$ cat src/rtl/fp_pkg.sv
// Shared FP32 types and constants for the sequential multiplier (fp_mul_seq).
// Rounding mode is selected by FP_MUL_RNE_EN in fp_mul_seq.
package fp_pkg;

  typedef struct packed {
    logic        sign;
    logic [7:0]  exp;
    logic [22:0] mant;
  } fp32_t;

  localparam int FP_BIAS    = 127;
  localparam int FP_EXP_MAX = 255;

  typedef enum logic [1:0] {
    IDLE,
    MUL,
    NORM,
    DONE
  } fp_state_e;

  // Signed zero or signed infinity, used for all special-case results.
  function automatic fp32_t fp_special(input logic sign, input logic inf);
    fp32_t r;
    r.sign = sign;
    r.exp  = inf ? 8'hFF : 8'h00;
    r.mant = '0;
    return r;
  endfunction

endpackage

$ cat src/rtl/fp_mul_iter.sv
// Iterative 24x24 shift-add mantissa multiplier, RADIX_BITS multiplier bits per cycle.
// start loads the operands; done is high on the cycle whose edge retires the last digit.
module fp_mul_iter #(
  parameter int RADIX_BITS = 1
) (
  input  logic        clk,
  input  logic        rst,
  input  logic        start,
  input  logic [23:0] mcand,
  input  logic [23:0] mplier,
  output logic        done,
  output logic [47:0] product
);

  localparam int N  = 24 / RADIX_BITS;
  localparam int CW = (N > 1) ? $clog2(N) : 1;

  logic [47:0]   mcand_q,  mcand_d;
  logic [23:0]   mplier_q, mplier_d;
  logic [47:0]   acc_q,    acc_d;
  logic [CW-1:0] cnt_q,    cnt_d;
  logic          busy_q,   busy_d;
  logic [47:0]   partial;

  always_comb begin
    // NOTE: every combinational output gets a default first so no path can infer a latch.
    mcand_d  = mcand_q;
    mplier_d = mplier_q;
    acc_d    = acc_q;
    cnt_d    = cnt_q;
    busy_d   = busy_q;
    partial  = mcand_q * 48'(mplier_q[RADIX_BITS-1:0]);
    if (start) begin
      mcand_d  = {24'b0, mcand};
      mplier_d = mplier;
      acc_d    = '0;
      cnt_d    = '0;
      busy_d   = 1'b1;
    end else if (busy_q) begin
      acc_d    = acc_q + partial;
      mcand_d  = mcand_q << RADIX_BITS;
      mplier_d = mplier_q >> RADIX_BITS;
      cnt_d    = cnt_q + CW'(1);
      if (cnt_q == CW'(N - 1)) busy_d = 1'b0;
    end
  end

  // NOTE: sequential state uses non-blocking assignments so every flop samples pre-edge values.
  always_ff @(posedge clk) begin
    if (rst) begin
      busy_q <= 1'b0;
      cnt_q  <= '0;
    end else begin
      busy_q <= busy_d;
      cnt_q  <= cnt_d;
    end
  end

  // NOTE: pure datapath registers are left unreset; they are always loaded by start before use.
  always_ff @(posedge clk) begin
    mcand_q  <= mcand_d;
    mplier_q <= mplier_d;
    acc_q    <= acc_d;
  end

  assign done    = busy_q && (cnt_q == CW'(N - 1));
  assign product = acc_q;

endmodule

$ cat src/rtl/fp_mul_seq.sv
// Sequential FP32 multiplier with valid/ready handshakes; subnormals flush to zero.
// Define FP_MUL_RNE_EN for round-to-nearest-even, otherwise the mantissa is truncated.
module fp_mul_seq
  import fp_pkg::*;
#(
  parameter int RADIX_BITS = 1
) (
  input  logic        clk,
  input  logic        rst,
  input  logic        in_valid,
  output logic        in_ready,
  input  logic [31:0] opd1,
  input  logic [31:0] opd2,
  output logic        out_valid,
  input  logic        out_ready,
  output logic [31:0] res,
  output logic        overflow,
  output logic        underflow
);

  fp_state_e   state_q, state_d;
  fp32_t       opd1_q, opd1_d, opd2_q, opd2_d;
  fp32_t       res_q, res_d;
  logic        ovf_q, ovf_d, unf_q, unf_d;
  logic        start_q, start_d;
  logic        accept;
  logic        mul_done;
  logic [47:0] prod;

  // Multiplier is kicked off one cycle after accept, from the registered operands.
  fp_mul_iter #(.RADIX_BITS(RADIX_BITS)) u_iter (
    .clk     (clk),
    .rst     (rst),
    .start   (start_q),
    .mcand   ({1'b1, opd1_q.mant}),
    .mplier  ({1'b1, opd2_q.mant}),
    .done    (mul_done),
    .product (prod)
  );

  logic signed [9:0] exp_sum, exp_norm, exp_rnd;
  logic [22:0]       mant_norm, mant_rnd;
  logic              g_bit, s_bit, round_up, res_sign;
  fp32_t             norm_res;
  logic              norm_ovf, norm_unf;

  always_comb begin
    exp_sum  = $signed({2'b00, opd1_q.exp}) + $signed({2'b00, opd2_q.exp})
             - $signed(10'(FP_BIAS));
    res_sign = opd1_q.sign ^ opd2_q.sign;
    if (prod[47]) begin
      mant_norm = prod[46:24];
      g_bit     = prod[23];
      s_bit     = |prod[22:0];
      exp_norm  = exp_sum + 10'sd1;
    end else begin
      mant_norm = prod[45:23];
      g_bit     = prod[22];
      s_bit     = |prod[21:0];
      exp_norm  = exp_sum;
    end
  end

`ifdef FP_MUL_RNE_EN
  assign round_up = g_bit & (s_bit | mant_norm[0]);
`else
  logic unused_round_bits;
  assign unused_round_bits = g_bit ^ s_bit;
  assign round_up          = 1'b0;
`endif

  always_comb begin
    mant_rnd = mant_norm + 23'(round_up);
    exp_rnd  = exp_norm;
    // Mantissa wrap on round-up renormalises to 1.0 x 2^(e+1).
    if (round_up && (&mant_norm)) exp_rnd = exp_norm + 10'sd1;

    norm_res = '{sign: res_sign, exp: exp_rnd[7:0], mant: mant_rnd};
    norm_ovf = 1'b0;
    norm_unf = 1'b0;
    if ((opd1_q.exp == 8'hFF) || (opd2_q.exp == 8'hFF)) begin
      norm_res = fp_special(res_sign, 1'b1);
      norm_ovf = 1'b1;
    end else if ((opd1_q.exp == 8'h00) || (opd2_q.exp == 8'h00)) begin
      norm_res = fp_special(res_sign, 1'b0);
    end else if (exp_rnd >= $signed(10'(FP_EXP_MAX))) begin
      norm_res = fp_special(res_sign, 1'b1);
      norm_ovf = 1'b1;
    end else if (exp_rnd <= 10'sd0) begin
      norm_res = fp_special(res_sign, 1'b0);
      norm_unf = 1'b1;
    end
  end

  assign accept = in_valid && in_ready;

  always_comb begin
    state_d = state_q;
    opd1_d  = opd1_q;
    opd2_d  = opd2_q;
    res_d   = res_q;
    ovf_d   = ovf_q;
    unf_d   = unf_q;
    start_d = accept;
    unique case (state_q)
      IDLE: if (accept) begin
        opd1_d  = opd1;
        opd2_d  = opd2;
        res_d   = '0;
        ovf_d   = 1'b0;
        unf_d   = 1'b0;
        state_d = MUL;
      end
      MUL:  if (mul_done) state_d = NORM;
      NORM: begin
        res_d   = norm_res;
        ovf_d   = norm_ovf;
        unf_d   = norm_unf;
        state_d = DONE;
      end
      DONE: if (out_ready) state_d = IDLE;
      default: state_d = IDLE;
    endcase
  end

  always_ff @(posedge clk) begin
    if (rst) begin
      state_q <= IDLE;
      start_q <= 1'b0;
      res_q   <= '0;
      ovf_q   <= 1'b0;
      unf_q   <= 1'b0;
    end else begin
      state_q <= state_d;
      start_q <= start_d;
      res_q   <= res_d;
      ovf_q   <= ovf_d;
      unf_q   <= unf_d;
    end
  end

  always_ff @(posedge clk) begin
    opd1_q <= opd1_d;
    opd2_q <= opd2_d;
  end

  assign in_ready  = (state_q == IDLE);
  assign out_valid = (state_q == DONE);
  assign res       = res_q;
  assign overflow  = ovf_q;
  assign underflow = unf_q;

endmodule

$ cat config.mk
export PLATFORM = sky130hd
export DESIGN_NAME = fp_mul_seq
export DESIGN_NICKNAME = d
export VERILOG_FILES = /design/src/rtl/fp_pkg.sv /design/src/rtl/fp_mul_iter.sv /design/src/rtl/fp_mul_seq.sv
export SDC_FILE = /design/constraint.sdc
export NUM_CORES = 1
export LEC_CHECK = 0
export ABC_AREA = 1
export CORE_MARGIN = 5
export CORE_UTILIZATION = 64
export CTS_CLUSTER_SIZE = 16
export DETAILED_ROUTE_END_ITERATION = 12
export GPL_TIMING_DRIVEN = 0
export PLACE_DENSITY = 0.86
export SYNTH_ARGS = -nofsm -noshare
export SYNTH_HDL_FRONTEND = slang
export SYNTH_SLANG_ARGS = --single-unit
$ cat constraint.sdc
create_clock -name clk -period 9.25 [get_ports clk]
set_clock_uncertainty 0.1 [all_clocks]
set_input_delay 0.925 -clock clk [delete_from_list [all_inputs] [get_ports clk]]
set_output_delay 0.925 -clock clk [all_outputs]
set_load 0.02 [all_outputs]
; ---- Word-level counts from Yosys, hierarchy flattened
; Cells that the tools add are included.
[totals]
word_cells = 80
reg_bits = 227
[classes]
reduce_logical = 13
order_cmp = 2
bitwise = 1
eq_ne = 9
mul = 1
n_mux = 29
n_addsub = 5
[op_table]
columns = operator, n
row1 = 2-to-1 mux 31 bit, 4
row2 = 2-to-1 mux 23 bit, 5
row3 = case mux 32 bit (2 select lines), 1
row4 = adder 48 bit, 1
row5 = multiplier 48 x 1 -> 48 bit, 1
row6 = 2-to-1 mux 32 bit, 1
row7 = equality test 8 bit (second input constant), 2
row8 = zero test 8 bit, 2
row9 = 2-to-1 mux 1 bit, 11
row10 = adder 10 x 2 -> 10 bit (second input constant), 1
row11 = >= comparator 10 x 9 -> 1 bit (second input constant), 1
row12 = <= comparator 10 x 1 -> 1 bit (second input constant), 1
row13 = 2-to-1 mux 10 bit, 1
row14 = subtractor 9 x 7 -> 10 bit (second input constant), 1
row15 = adder 8 x 8 -> 9 bit, 1
row16 = case mux 2 bit (4 select lines), 1
row17 = 2-to-1 mux 2 bit, 3
row18 = adder 5 x 1 -> 5 bit (second input constant), 1
row19 = equality test 5 bit (second input constant), 1
row20 = equality test 2 bit (second input constant), 2
row21 = inequality test 2 x 1 -> 1 bit (second input constant), 2
row22 = case mux 1 bit (2 select lines), 2
row23 = AND reduction 2 bit, 2
row24 = nonzero test 2 bit, 2
row25 = 8 further kinds, 10

; ---- Longest topological paths before layout
[depth]
ltp_word = 10
mapped_depth = 21

; ---- Hierarchy
; From an unflattened synthesis, not the netlist that was laid out.
[hier_totals]
hier_cells = 2025
area_unflattened_um2 = 14261.2
[by_module_without_submodules]
columns = mod, cells_per_inst, area_per_inst_um2, n_inst
row1 = fp_mul_iter, 1523, 9287.7, 1
row2 = fp_mul_seq, 502, 4973.5, 1

; ---- Worst setup path after synthesis
; Ideal clock, no wire load.
[synth_timing]
kind = input-to-reg
from = input port in_valid
to = register res_q (netlist bit res[25])
setup_time_ns = 0.129
n_path_buf = 1
stages = 8
slack_ns = 5.940
arrival_time_ns = 3.081
path_cell_list = nand2_1 -> inv_1 -> a21oi_1 -> clkbuf_1 -> nand2_1 -> nand2_1 -> nor2_1 -> nor2_1
[synth_between]
elab_chain_len = 3
[synth_rtl]
columns = item, line_no
row1 = from (decl), fp_mul_seq.sv:10  ; input logic in_valid,
row2 = logical AND 1 bit, fp_mul_seq.sv:95  ; assign accept = in_valid && in_ready;
row3 = via accept, fp_mul_seq.sv:26  ; logic accept;
row4 = inequality test 2 x 1 -> 1 bit (no source line), --
row5 = AND reduction 2 bit (no source line), --
row6 = to (signal assigned), fp_mul_seq.sv:136  ; res_q <= res_d;
row7 = to (decl), fp_mul_seq.sv:23  ; fp32_t res_q, res_d;
; The timed path passes the listed nets, and every way through them passes these cells.
; A chain may end at the register's enable or synchronous reset.

; ---- Worst setup path after layout
[layout_timing]
from = register u_iter.mplier_q[0]
to = register u_iter.acc_q[32] (netlist: u_iter.product[32])
[layout_between]
elab_chain_len = 2
[layout_rtl]
columns = item, line_no
row1 = from (decl), fp_mul_iter.sv:19  ; logic [23:0] mplier_q, mplier_d;
row2 = from (signal assigned), fp_mul_iter.sv:62  ; mplier_q <= mplier_d;
row3 = multiplier 48 x 1 -> 48 bit, fp_mul_iter.sv:32  ; partial = mcand_q * 48'(mplier_q[RADIX_BITS-1:0]);
row4 = adder 48 bit, fp_mul_iter.sv:40  ; acc_d = acc_q + partial;
row5 = to (signal assigned), fp_mul_iter.sv:63  ; acc_q <= acc_d;
row6 = to (decl), fp_mul_iter.sv:20  ; logic [47:0] acc_q, acc_d;
; No other way between the ends.

==> results.yml <==
outcome:
  outcome: "completed"
finish:
  n_antenna_cell: 0
  final_common_cell: "nand2_1"
  regArea_sq_um: 5650
  final_cell_mix: "nand2_1, inv_1, nor2_1, dfxtp_1, o21ai_0"
  drive_above_1_share_pct: 6.57
  final_cells: 2269
  multi_input_area_sq_um: 6540
  syn_to_final_growth_pct: 16.5
  fillerInstances: 1544
  nNetsFinal: 2114
synth:
  ys_seq_area_share_pct: 41.5
  netlist_instances: 1845
  synth_warnings: 0
  ys_types: 47
  mappedNetlistArea_sq_um: 13600
  synth_area_per_cell_sq_um: 7.37
  ys_ff_latch: 227
  synthesis.nets: 1983
  yosysTopAreaCell: "edfxtp_1"
  synthTopCellsByArea: "edfxtp_1, dfxtp_1, nand2_1, inv_1, ha_1"
  yosys.area.top_type_share_pct: 24.3
floorplan:
  rows: 53
  core-area_sq_um: 21000
  dieArea_sq_um: 24300
  start_util_pct: 64.9
  ios: 104
  die_y_um: 156
  die_w_um: 156
timing:
  slew_headroom_pct: 45.1
  hold_violations: 0
  fin_crit_sh_pct: 48.5
  fmaxAchievable_mhz: 223
  worst_slack_ps: 4760
  setup_viol: 0
  slew_violations: 0
  rsz0062_at_grt: "false"
  finalSetupTns_ps: 0
  tightest_slew_ps: 824
  period_needed_ps: 4490
hold_path:
  whs_path_depth: 2
  min_path_type: "flop to flop"
  min-delay-start: "res[31]"
clock_network:
  cts_num_sinks: 227
  clk_transition_reported_paths_ps: 60
  cts_resized: 0
  htreeDepth: 1
  clk_latency_ps: 540
  cts_inserted_buffers: 24
  cts_tree: "built"
  cts_root_buffer: "clkbuf_16"
  ctsHoldBuffers: 0
  cts_buffer_depth: 3
  post-cts-setup-buffers: 0
route:
  wl_per_cell_um: 17.8
  routed_wl_um: 40400
  drcViolationCount: 0
  wirelength_met1_um: 16000
  dr_wl_met2_um: 19200
  dr.max_layer_used: "met4"
  ant_nets: 0
  vias_per_cell: 5.72
  dr_wl_met3_um: 3220
  first_pass_iters: 8
  drt_iter0_markers: 1049
  via_count: 12978
global_routing:
  grt_use_total_pct: 32.8
  grt_overflow_total: 0
  antenna_found_initial: 0
  grt_start_max_net_pins: 51
  grt_pass1_vias: 12593
  grt_pass1_wl_um: 64100
critical_path:
  start_kind: "flop"
  timing.rr.start: "u_iter.mplier_q[0]"
  required_ps: 9570
  cp.arrival_ps: 4810
  critPathKind: "flop to flop"
  cp-startpoint: "u_iter.mplier_q[0]"
  critPathMaxFanout: 10
  critPathCaptureType: "flop"
  r2r_cells: 19
pwr:
  power.leakage_uw: 0.00692
  max-vdd-ir-drop_uv: 292
  power_density_nw_per_um2: 277
flow_run:
  cap_violations: 0
place:
  gp_congestion: 1.10
  hpwl_um: 30900
  port_buffers: 103
  place_ws_ps: 4920
  dp_cells: 2225
[worst paths after layout]
check | slack (ps) | to
max reg2reg | 4760 | u_iter.product[32]
min reg2reg | 370 | res[31]
max | 4760 | u_iter.product[32]
min | 370 | res[31]
[report_power, final]
part           switching (uW)  leakage (uW)  internal [uW]  total (uW)
sequential                154       0.00200           1360        1510
combinational            1260       0.00453            620        1880
clock                     423      0.000389            578        1000
total                    1840       0.00692           2550        4390
[cell type report]
type / count / area share [%]
Tap cell: 275 / 2.17
Sequential cell: 227 / 35.6
Buffer: 52 / 1.65
Timing Repair Buffer: 105 / 6.81
Multi-Input combinational cell: 1259 / 41.3
Inverter: 307 / 7.28
Clock buffer: 31 / 4.02
Clock inverter: 13 / 1.14
[cells by family (layout without fill, tap and decap cells)]
kind of cell | after synthesis | in the layout | synth area share (%)
DFF | 227 | 227 | 41.5
adders and majority gates | 70 | 70 | 6.55
xor gates and xnor gates | 20 | 20 | 1.29
and+or+nand+nor | 859 | 859 | 27.2
buffers and inverters | 359 | 508 | 10.4
AOI/OAI and AO/OA | 310 | 310 | 13.0
[stage by stage]
stage          hold slack, ps  power, uW  area, sq um  utilization [%]
2_1_floorplan             328       2780        13600                -
3_5_place_dp              358       3340        15000             71.7
6_report                  372       4390        15800             75.6
3_3_place_gp              343       3260        15000             71.5
5_1_grt                   389       4650        15800             75.6
4_1_cts                   369       4360        15800             75.6
[worst max-delay path, stage by stage, from the launching register on]
cell	delay [ps]
edfxtp_1	380
clkbuf_1	460
clkbuf_1	580
nand2_1	100
inv_1	90
ha_1	290
inv_1	90
fa_1	410
inv_1	180
nand3_1	130
nand2_1	210
inv_1	130
o211ai_1	390
nand2_1	90
nand2_1	210
nand3_1	110
nand2_1	150
nor2_1	50
o21ai_0	160
inv_1	60
[Yosys cell counts, drive strengths merged]
cell,n
nand2,488
inv,302
nor2,202
a21oi,124
o21ai,118
dfxtp,117
edfxtp,110
nand3,110
ha,68
clkbuf,36
nand4,25
o22ai,24
nor3,20
buf,16
o211ai,14
o21bai,12
xor2,12
xnor2,8
nor4,7
or2,7
clkinv,5
a21o,4
a21boi,3
a31oi,3
fa,2
o21a,2
a211oi,1
a22o,1
a311oi,1
a31o,1
a32o,1
o31ai,1
[layer usage]
| layer | up-vias | global-route usage [%] |
|---|---|---|
| met3 | 138 | 4.52 |
| met2 | 619 | 56.5 |
| met5 | - | 0 |
| li1 | 6243 | - |
| met1 | 5978 | 41.6 |
| met4 | 0 | 14.0 |
[registers in the layout, indices dropped and copies added (netlist names)]
register         flops
opd1_q              32
opd2_q              32
overflow             1
res                 32
start_q              1
state_q              2
u_iter.busy_q        1
u_iter.cnt_q         5
u_iter.mcand_q      48
u_iter.mplier_q     24
u_iter.product      48
underflow            1
No activity file was read; power rests on OpenSTA's default activity.
